File: config.mk
export PLATFORM = sky130hd
export DESIGN_NAME = load_store_unit
export DESIGN_NICKNAME = d
export VERILOG_FILES = /design/src/rtl/load_store_unit.sv
export SDC_FILE = /design/constraint.sdc
export NUM_CORES = 1
export LEC_CHECK = 0
export ABC_AREA = 1
export BUFFER_PORTS_ARGS = -buffer_cell sky130_fd_sc_hd__clkbuf_2
export CORE_AREA = 2 2 131 133
export DETAILED_ROUTE_END_ITERATION = 16
export DIE_AREA = 0 0 133 135
export GPL_TIMING_DRIVEN = 0
export PLACE_DENSITY = 0.78
export SLEW_MARGIN = 15
export SYNTH_ARGS = -nofsm -noshare
export SYNTH_HDL_FRONTEND = slang
export SYNTH_SLANG_ARGS = --single-unit
File: constraint.sdc
create_clock -name clk_i -period 2 [get_ports clk_i]
set_input_delay 0.2 -clock clk_i [delete_from_list [all_inputs] [get_ports clk_i]]
set_output_delay 0.2 -clock clk_i [all_outputs]
set_load 0.005 [all_outputs]
File: src/rtl/load_store_unit.sv
// rtl/load_store_unit.sv - MEM-stage load/store unit with word-aligned req/ack memory port
// Sub-word stores use read-modify-write; loads are lane-extracted and extended.
module load_store_unit #(
  parameter int TIMEOUT_CYCLES = 63
) (
  input  logic        clk_i,
  input  logic        rst_n_i,
  input  logic        req_valid_i,
  input  logic        req_write_i,
  input  logic [1:0]  req_size_i,
  input  logic        req_unsigned_i,
  input  logic [31:0] req_addr_i,
  input  logic [31:0] req_wdata_i,
  output logic        stall_o,
  output logic        done_o,
  output logic [31:0] rdata_o,
  output logic        misalign_o,
  output logic        err_o,
  output logic        mem_req_o,
  output logic        mem_we_o,
  output logic [31:0] mem_addr_o,
  output logic [31:0] mem_wdata_o,
  input  logic [31:0] mem_rdata_i,
  input  logic        mem_ack_i
);

  typedef enum logic [2:0] {IDLE, RD, WR, RMW_RD, RMW_WR, DONE} state_t;

  localparam logic [7:0] TO_LAST = 8'(TIMEOUT_CYCLES - 1);

  state_t      state_q, state_d;
  logic [31:0] addr_q, addr_d;
  logic [1:0]  size_q, size_d;
  logic        uns_q, uns_d;
  logic [31:0] wdata_q, wdata_d;
  logic [7:0]  cnt_q, cnt_d;
  logic        mem_req_q, mem_req_d;
  logic        mem_we_q, mem_we_d;
  logic [31:0] mem_addr_q, mem_addr_d;
  logic [31:0] mem_wdata_q, mem_wdata_d;
  logic        done_q, done_d;
  logic        err_q, err_d;
  logic [31:0] rdata_q, rdata_d;

  logic misaligned;
  logic aligned_req;
  logic busy;

  function automatic logic [31:0] load_extend(input logic [31:0] w, input logic [1:0] off,
                                              input logic [1:0] sz, input logic uns);
    logic [7:0]  b;
    logic [15:0] h;
    logic [31:0] r;
    case (off)
      2'd0:    b = w[7:0];
      2'd1:    b = w[15:8];
      2'd2:    b = w[23:16];
      default: b = w[31:24];
    endcase
    h = off[1] ? w[31:16] : w[15:0];
    case (sz)
      2'b00:   r = uns ? {24'd0, b} : {{24{b[7]}}, b};
      2'b01:   r = uns ? {16'd0, h} : {{16{h[15]}}, h};
      default: r = w;
    endcase
    return r;
  endfunction

  function automatic logic [31:0] store_merge(input logic [31:0] w, input logic [31:0] d,
                                              input logic [1:0] off, input logic [1:0] sz);
    logic [31:0] r;
    r = w;
    if (sz == 2'b01) begin
      if (off[1]) r[31:16] = d[15:0];
      else        r[15:0]  = d[15:0];
    end else begin
      case (off)
        2'd0:    r[7:0]   = d[7:0];
        2'd1:    r[15:8]  = d[7:0];
        2'd2:    r[23:16] = d[7:0];
        default: r[31:24] = d[7:0];
      endcase
    end
    return r;
  endfunction

  always_comb begin
    misaligned  = (req_size_i == 2'b01 && req_addr_i[0]) ||
                  (req_size_i == 2'b10 && req_addr_i[1:0] != 2'b00) ||
                  (req_size_i == 2'b11);
    aligned_req = (state_q == IDLE) && req_valid_i && !misaligned;
    busy        = (state_q == RD) || (state_q == WR) || (state_q == RMW_RD) || (state_q == RMW_WR);
  end

  assign stall_o    = aligned_req || busy;
  assign misalign_o = (state_q == IDLE) && req_valid_i && misaligned;

  always_comb begin
    state_d     = state_q;
    addr_d      = addr_q;
    size_d      = size_q;
    uns_d       = uns_q;
    wdata_d     = wdata_q;
    cnt_d       = cnt_q;
    mem_req_d   = mem_req_q;
    mem_we_d    = mem_we_q;
    mem_addr_d  = mem_addr_q;
    mem_wdata_d = mem_wdata_q;
    done_d      = done_q;
    err_d       = err_q;
    rdata_d     = rdata_q;
    case (state_q)
      IDLE: begin
        if (aligned_req) begin
          addr_d  = req_addr_i;
          size_d  = req_size_i;
          uns_d   = req_unsigned_i;
          wdata_d = req_wdata_i;
          if (!req_write_i)             state_d = RD;
          else if (req_size_i == 2'b10) state_d = WR;
          else                          state_d = RMW_RD;
        end
      end
      RD, WR, RMW_RD, RMW_WR: begin
        // Each memory state raises its own request one cycle after entry,
        // which also guarantees a low cycle between back-to-back requests.
        if (!mem_req_q) begin
          mem_req_d   = 1'b1;
          mem_we_d    = (state_q == WR) || (state_q == RMW_WR);
          mem_addr_d  = {addr_q[31:2], 2'b00};
          mem_wdata_d = wdata_q;
          cnt_d       = 8'd0;
        end else if (mem_ack_i) begin
          mem_req_d = 1'b0;
          mem_we_d  = 1'b0;
          if (state_q == RMW_RD) begin
            wdata_d = store_merge(mem_rdata_i, wdata_q, addr_q[1:0], size_q);
            state_d = RMW_WR;
          end else begin
            if (state_q == RD) rdata_d = load_extend(mem_rdata_i, addr_q[1:0], size_q, uns_q);
            state_d = DONE;
            done_d  = 1'b1;
          end
        end else if (cnt_q == TO_LAST) begin
          mem_req_d = 1'b0;
          mem_we_d  = 1'b0;
          state_d   = DONE;
          done_d    = 1'b1;
          err_d     = 1'b1;
          rdata_d   = 32'd0;
        end else begin
          cnt_d = cnt_q + 8'd1;
        end
      end
      default: begin
        state_d = IDLE;
        done_d  = 1'b0;
        err_d   = 1'b0;
        rdata_d = 32'd0;
      end
    endcase
  end

  always_ff @(posedge clk_i or negedge rst_n_i) begin
    if (!rst_n_i) begin
      state_q     <= IDLE;
      addr_q      <= 32'd0;
      size_q      <= 2'd0;
      uns_q       <= 1'b0;
      wdata_q     <= 32'd0;
      cnt_q       <= 8'd0;
      mem_req_q   <= 1'b0;
      mem_we_q    <= 1'b0;
      mem_addr_q  <= 32'd0;
      mem_wdata_q <= 32'd0;
      done_q      <= 1'b0;
      err_q       <= 1'b0;
      rdata_q     <= 32'd0;
    end else begin
      state_q     <= state_d;
      addr_q      <= addr_d;
      size_q      <= size_d;
      uns_q       <= uns_d;
      wdata_q     <= wdata_d;
      cnt_q       <= cnt_d;
      mem_req_q   <= mem_req_d;
      mem_we_q    <= mem_we_d;
      mem_addr_q  <= mem_addr_d;
      mem_wdata_q <= mem_wdata_d;
      done_q      <= done_d;
      err_q       <= err_d;
      rdata_q     <= rdata_d;
    end
  end

  assign done_o      = done_q;
  assign err_o       = err_q;
  assign rdata_o     = rdata_q;
  assign mem_req_o   = mem_req_q;
  assign mem_we_o    = mem_we_q;
  assign mem_addr_o  = mem_addr_q;
  assign mem_wdata_o = mem_wdata_q;

endmodule

# Word-level counts from Yosys, hierarchy flattened

Index checks and enable logic that the tools add are counted.

Add/sub/neg operators: 1
$mul: 0
Div/mod/pow operators: 0
Magnitude comparators: 0
Equality and inequality tests: 25
Shifts and indexed selects: 0
Mux-type cells: 48
Bitwise gates (word level): 2
Reduce and logical (&&, ||, !) cells: 31

Operators by type and width:

| cell                  | count |
|---|---|
| $mux W32              | 12 |
| $pmux W32 S2          | 3 |
| $mux W8               | 7 |
| $mux W16              | 3 |
| $pmux W8 S3           | 1 |
| $ne A2 B2 Y1 const B  | 8 |
| $ne A3 B3 Y1 const B  | 5 |
| $mux W1               | 14 |
| $mux W3               | 4 |
| $reduce_and A5 Y1     | 2 |
| $add A8 B1 Y8 const B | 1 |
| $eq A8 B6 Y1 const B  | 1 |
| $reduce_and A4 Y1     | 2 |
| $logic_or A1 B1 Y1    | 7 |
| $reduce_and A7 Y1     | 1 |
| $eq A2 B1 Y1 const B  | 3 |
| $eq A2 B2 Y1 const B  | 3 |
| $eq A3 B2 Y1 const B  | 2 |
| $pmux W3 S2           | 1 |
| $reduce_and A2 Y1     | 3 |
| $reduce_and A3 Y1     | 2 |
| $reduce_and A6 Y1     | 1 |
| $logic_and A1 B1 Y1   | 5 |
| $logic_not A2 Y1      | 2 |
| other kinds (11)      | 14 |

Register bits after elaboration: 176
Bits in latches: 0
Bits in writable memories: 0
Memory bits (read-only): 0
Input port bits: 104
Output and inout port bits: 102
Word-level logic and storage cells: 122
Memories: 0

# Depth between registers and ports, before layout

Word-level depth: 9
Mapped depth: 12
Depth with buffers taken out: 10

# Worst setup path after synthesis

No wires, ideal clock.

Path kind: register to register
Start point: reg state_q[0]
End point: reg mem_addr_q[10], in the netlist mem_addr_o[10]
Data arrival time: 1.471 ns
Data required time: 1.875 ns
Setup slack: 0.404 ns
Cell stages (with the launch flop): 7
Buffers on the path: 2
Cells stage by stage: dfrtp_1 o21ai_1 nand2_4 buf_6 nand2_4 buf_6 mux2_4

Word-level cells in the longest chain between the ends: 3
Elaborated cells between the ends (all ways): 6

RTL lines:

| what                                       | RTL line | source |
|---|---|---|
| start: declaration                         | 31       | `state_t state_q, state_d;` |
| start signal: assignment                   | 180      | `state_q <= state_d;` |
| $eq A3 B1 Y1, or another cell as far along | 112      | `case (state_q)` |
| $reduce_or A4 Y1 (*)                       | 112      |  |
| $reduce_and A2 Y1 (no source line) (*)     | --       |  |
| end signal: assignment                     | 188      | `mem_addr_q <= mem_addr_d;` |
| end: declaration                           | 39       | `logic [31:0] mem_addr_q, mem_addr_d;` |

Every way passes the cells marked *; elsewhere a longest branch is shown, timed or not.
A chain may end at the register's enable or synchronous reset.

# Worst setup path in the final report

Start point: reg state_q[0]
End point: out stall_o

Word-level cells in the longest chain between the ends: 5
Elaborated cells between the ends (all ways): 11

RTL lines:

| what                                         | RTL line | source |
|---|---|---|
| $eq A3 B1 Y1 or $eq A3 B2 Y1 (tied branches) | 92       | `busy = (state_q == RD) \|\| (state_q == WR) \|\| (state_q == RMW_RD) \|\| (state_q == RMW_WR);` |
| $logic_or A1 B1 Y1 (3 in series)             | 92       |  |
| $logic_or A1 B1 Y1 (*)                       | 95       | `assign stall_o = aligned_req \|\| busy;` |
| end: declaration                             | 14       | `output logic stall_o,` |

Marks and branches as above.

==> flow_summary_export.csv <==
group,metric,value,unit
run_status,run_status,"completed",
clock_network,clk_pin_slew_worst_paths,70,ps
floorplanning,initial_core_util,53.7,%
placed_design,place_hpwl,18700,um
critical_path,r2r_start,"size_q[1]$_DFFE_PN0P_",
layout,nFillCells,1352,
clock_network,clockBufferDepth,2,
detailed_routing,vias,7763,
placed_design,dp_slack,99.4,ps
floorplanning,die_h,135,um
clock_network,cts-root-buf,"clkbuf_16",
grt,grt_overflow,0,
sta,setup_ws,38.2,ps
synthesis,async_flop_share,100,%
synthesis,syn_area,8820,um^2
critical_path,critPathLaunchType,"register",
synthesis,ys_seq_area_share,49.9,%
critical_path,cp_data_required_time,1800,ps
detailed_routing,totalWireLength,25400,um
grt,grt_first_pass_wirelength,39500,um
clock_network,clock_sinks,176,
min_path,hold_class,"input pin to register",
synthesis,yosys.cell_types.count,40,
synthesis,ys_top_cells_by_area,"dfrtp_1 (50%), nand2_1 (15%), mux2_4 (8.0%)",
detailed_routing,route.detailed.drc,0,
layout,syn_to_final_growth,25.1,%
min_path,min_delay_path_depth,2,
synthesis,ys_warn_count,0,
clock_network,htreeDepth,4,
floorplanning,io_pins,206,
grt,grt_pass1_vias,7524,
synthesis,synth_edf_count,0,
layout,antennaDiodeCount,0,
grt,grt_max_degree,96,
min_path,hold-path-endpoint,"addr_q[10]$_DFFE_PN0P_",
placed_design,port_buffers,203,
floorplanning,fp-row-count,47,
power_and_ir_drop,irDropWorstVdd,1.14,mV
clock_network,clk-insertion-delay-late,440,ps
sta,relSlewSlack,55.3,%
critical_path,max_stage_delay,470,ps
synthesis,ys.flop_type,"dfrtp_1",
sta,hold_viol,0,
critical_path,worstPathCellList,"nor2_4 -> nand2_4 -> nor2_4 -> nand2_2 -> buf_12 -> nand2_1 -> clkbuf_2",
power_and_ir_drop,power_density,1750,nW/um^2
sta,drv_slew,0,
critical_path,cp-end-kind,"primary output",
critical_path,path_max_fanout,19,
min_path,min_from,"req_addr_i[10]",
grt,grt_usage,28.5,%
critical_path,reg2reg_slack,40,ps
layout,nets,1361,
critical_path,crit_family,"simple AND/OR/NAND/NOR gates",
critical_path,timing.critical_path.mode_cell,"nor2_4",
detailed_routing,vias_per_cell,5.22,
sta,fmax,510,MHz
synthesis,synth_area_per_cell,8.76,um^2
synthesis,synth_top_area_cell,"dfrtp_1",
critical_path,worstSetupPathType,"register to primary output",
sta,tightestPinTransition,671,ps
layout,drive_gt1_share,31.2,%
critical_path,reg2reg_depth,9,
floorplanning,core,16400,um^2
synthesis,synth_top_area_share,49.9,%
detailed_routing,wire_per_inst,17.1,um
clock_network,cts_tree,"yes",
floorplanning,die_x,133,um
critical_path,worstPathArrival,1760,ps
detailed_routing,drt_pass1_iterations,5,
clock_network,tritoncts.num_buffers,17,
detailed_routing,drtIter0Drc,735,
sta,setup_violations,0,
flow_run,maxCapViolations,0,
critical_path,cp_num_buf_inv,2,
critical_path,critPathSlowestCell,"dfrtp_2",
synthesis,synth-seq-cells,176,
placed_design,gp_congestion,0.998,
grt,antenna_found_initial,0,
detailed_routing,ant_nets,0,
floorplanning,die-area,18000,um^2
layout,final_util,67.2,%
critical_path,timing.rr.end,"wdata_q[10]$_DFFE_PN0P_",
layout,regArea,4410,um^2
synthesis,syn_inst,1007,
sta,clock_skew,9.04,ps
sta,finalCriticalPeriod,1960,ps
layout,multi_input_area,3840,um^2
power_and_ir_drop,total_leakage_power,6.11,nW
sta,timing.final.crit_share,98.1,%
==> through the flow <==
stage | power, mW | instance area, um^2 | TNS [ps] | hold slack [ps] | std cells
2_1_floorplan | 12.4 | 8820 | 0 | -95.6 | 1008
3_3_place_gp | 15.1 | 10100 | -420700 | 432 | 1431
3_5_place_dp | 15.5 | 10100 | 0 | 286 | 1432
4_1_cts | 18.9 | 10900 | 0 | 0.00708 | 1476
5_1_grt | 20.7 | 11000 | -42.8 | 0.448 | 1488
6_report | 19.3 | 11000 | 0 | 4.45 | 1488
==> how the worst max path moves through the flow <==
stage / startpoint / end / slack, ps / depth (start not counted)
2_1_floorplan: state_q[0]$_DFFE_PN0P_ / mem_addr_o[10]$_DFFE_PN0P_ / 400 / 6
3_3_place_gp: rst_n_i / rdata_o[31]$_DFFE_PN0P_ / -2410 / 1
3_5_place_dp: cnt_q[0]$_DFFE_PN0P_ / rdata_o[2]$_DFFE_PN0P_ / 100 / 11
4_1_cts: state_q[1]$_DFFE_PN0P_ / stall_o / 3 / 6
5_1_grt: state_q[0]$_DFFE_PN0P_ / stall_o / -30 / 7
6_report: state_q[0]$_DFFE_PN0P_ / stall_o / 40 / 7
==> where the power goes <==
group / switching [mW] / total (mW) / internal (mW)
Sequential: 1.06 / 6.25 / 5.19
Combinational: 5.48 / 9.69 / 4.21
Clock: 1.61 / 3.40 / 1.79
Total: 8.15 / 19.3 / 11.2
==> cells in the mapped netlist, types with 10 or more instances <==
library cell  count
mux2_2           22
buf_2            22
dfrtp_1         176
buf_6            10
inv_1            74
a21oi_1          29
o21ai_0          85
nand3_1          47
nand2_1         359
mux2_4           47
o21ai_1          11
nor2_1           44
==> cell families after synthesis <==
| family | count (synthesis) | synth area share [%] |
|---|---|---|
| and+or+nand+nor | 484 | 23.0 |
| xor gates and xnor gates | 3 | 0.298 |
| buffers and inverters | 128 | 6.85 |
| DFF | 176 | 49.9 |
| adders and majority gates | 2 | 0.284 |
| muxes | 69 | 10.8 |
| other | 1 | 0.0425 |
| AOI/OAI and AO/OA | 144 | 8.75 |
==> cells in the final DEF, fill, tap and decap left out, drive strengths merged, types with 9 or more instances in the layout <==
| cell | n |
|---|---|
| inv | 88 |
| nand3 | 51 |
| nor2 | 49 |
| dfrtp | 176 |
| nand2 | 365 |
| mux2 | 69 |
| a21oi | 32 |
| o21ai | 96 |
| buf | 50 |
| clkbuf | 229 |
| dlygate4sd3 | 14 |
| or2 | 9 |
==> state kept, by name (all words and copies together), names as in the netlist <==
signal and count:
addr_q 32, cnt_q 8, done_o 1, err_o 1
mem_addr_o 30, mem_req_o 1, mem_wdata_o 32, mem_we_o 1
rdata_o 32, size_q 2, state_q 3, uns_q 1
wdata_q 32
==> per-layer routing <==
| layer | part of all wire [%] | vias up | global-route usage, % |
|---|---|---|---|
| met5 | 0 | - | 0 |
| met4 | 2.9 | 0 | 11.0 |
| met3 | 8.1 | 63 | 6.68 |
| met2 | 47 | 349 | 45.9 |
| met1 | 42 | 3624 | 37.6 |
| li1 | - | 3727 | - |
==> final cells by class <==
type	count	area share [%]
Sequential cell	176	40.0
Multi-Input combinational cell	704	34.8
Timing Repair Buffer	229	11.7
Clock buffer	18	3.89
Buffer	46	2.89
Inverter	81	2.78
Tap cell	220	2.50
Clock inverter	14	1.52
==> timing repair <==
item / 4_1_cts / 5_1_grt
gates resized for setup: 6 / 15
gates cloned: 0 / 0
buffers inserted: 1 / 10
hold buffers: 12 / 2
setup endpoints to repair: 1 / 48
endpoints found under the hold margin: 92 / 2
pin swaps: 1 / 5
No activity file was read; power rests on OpenSTA's default activity.
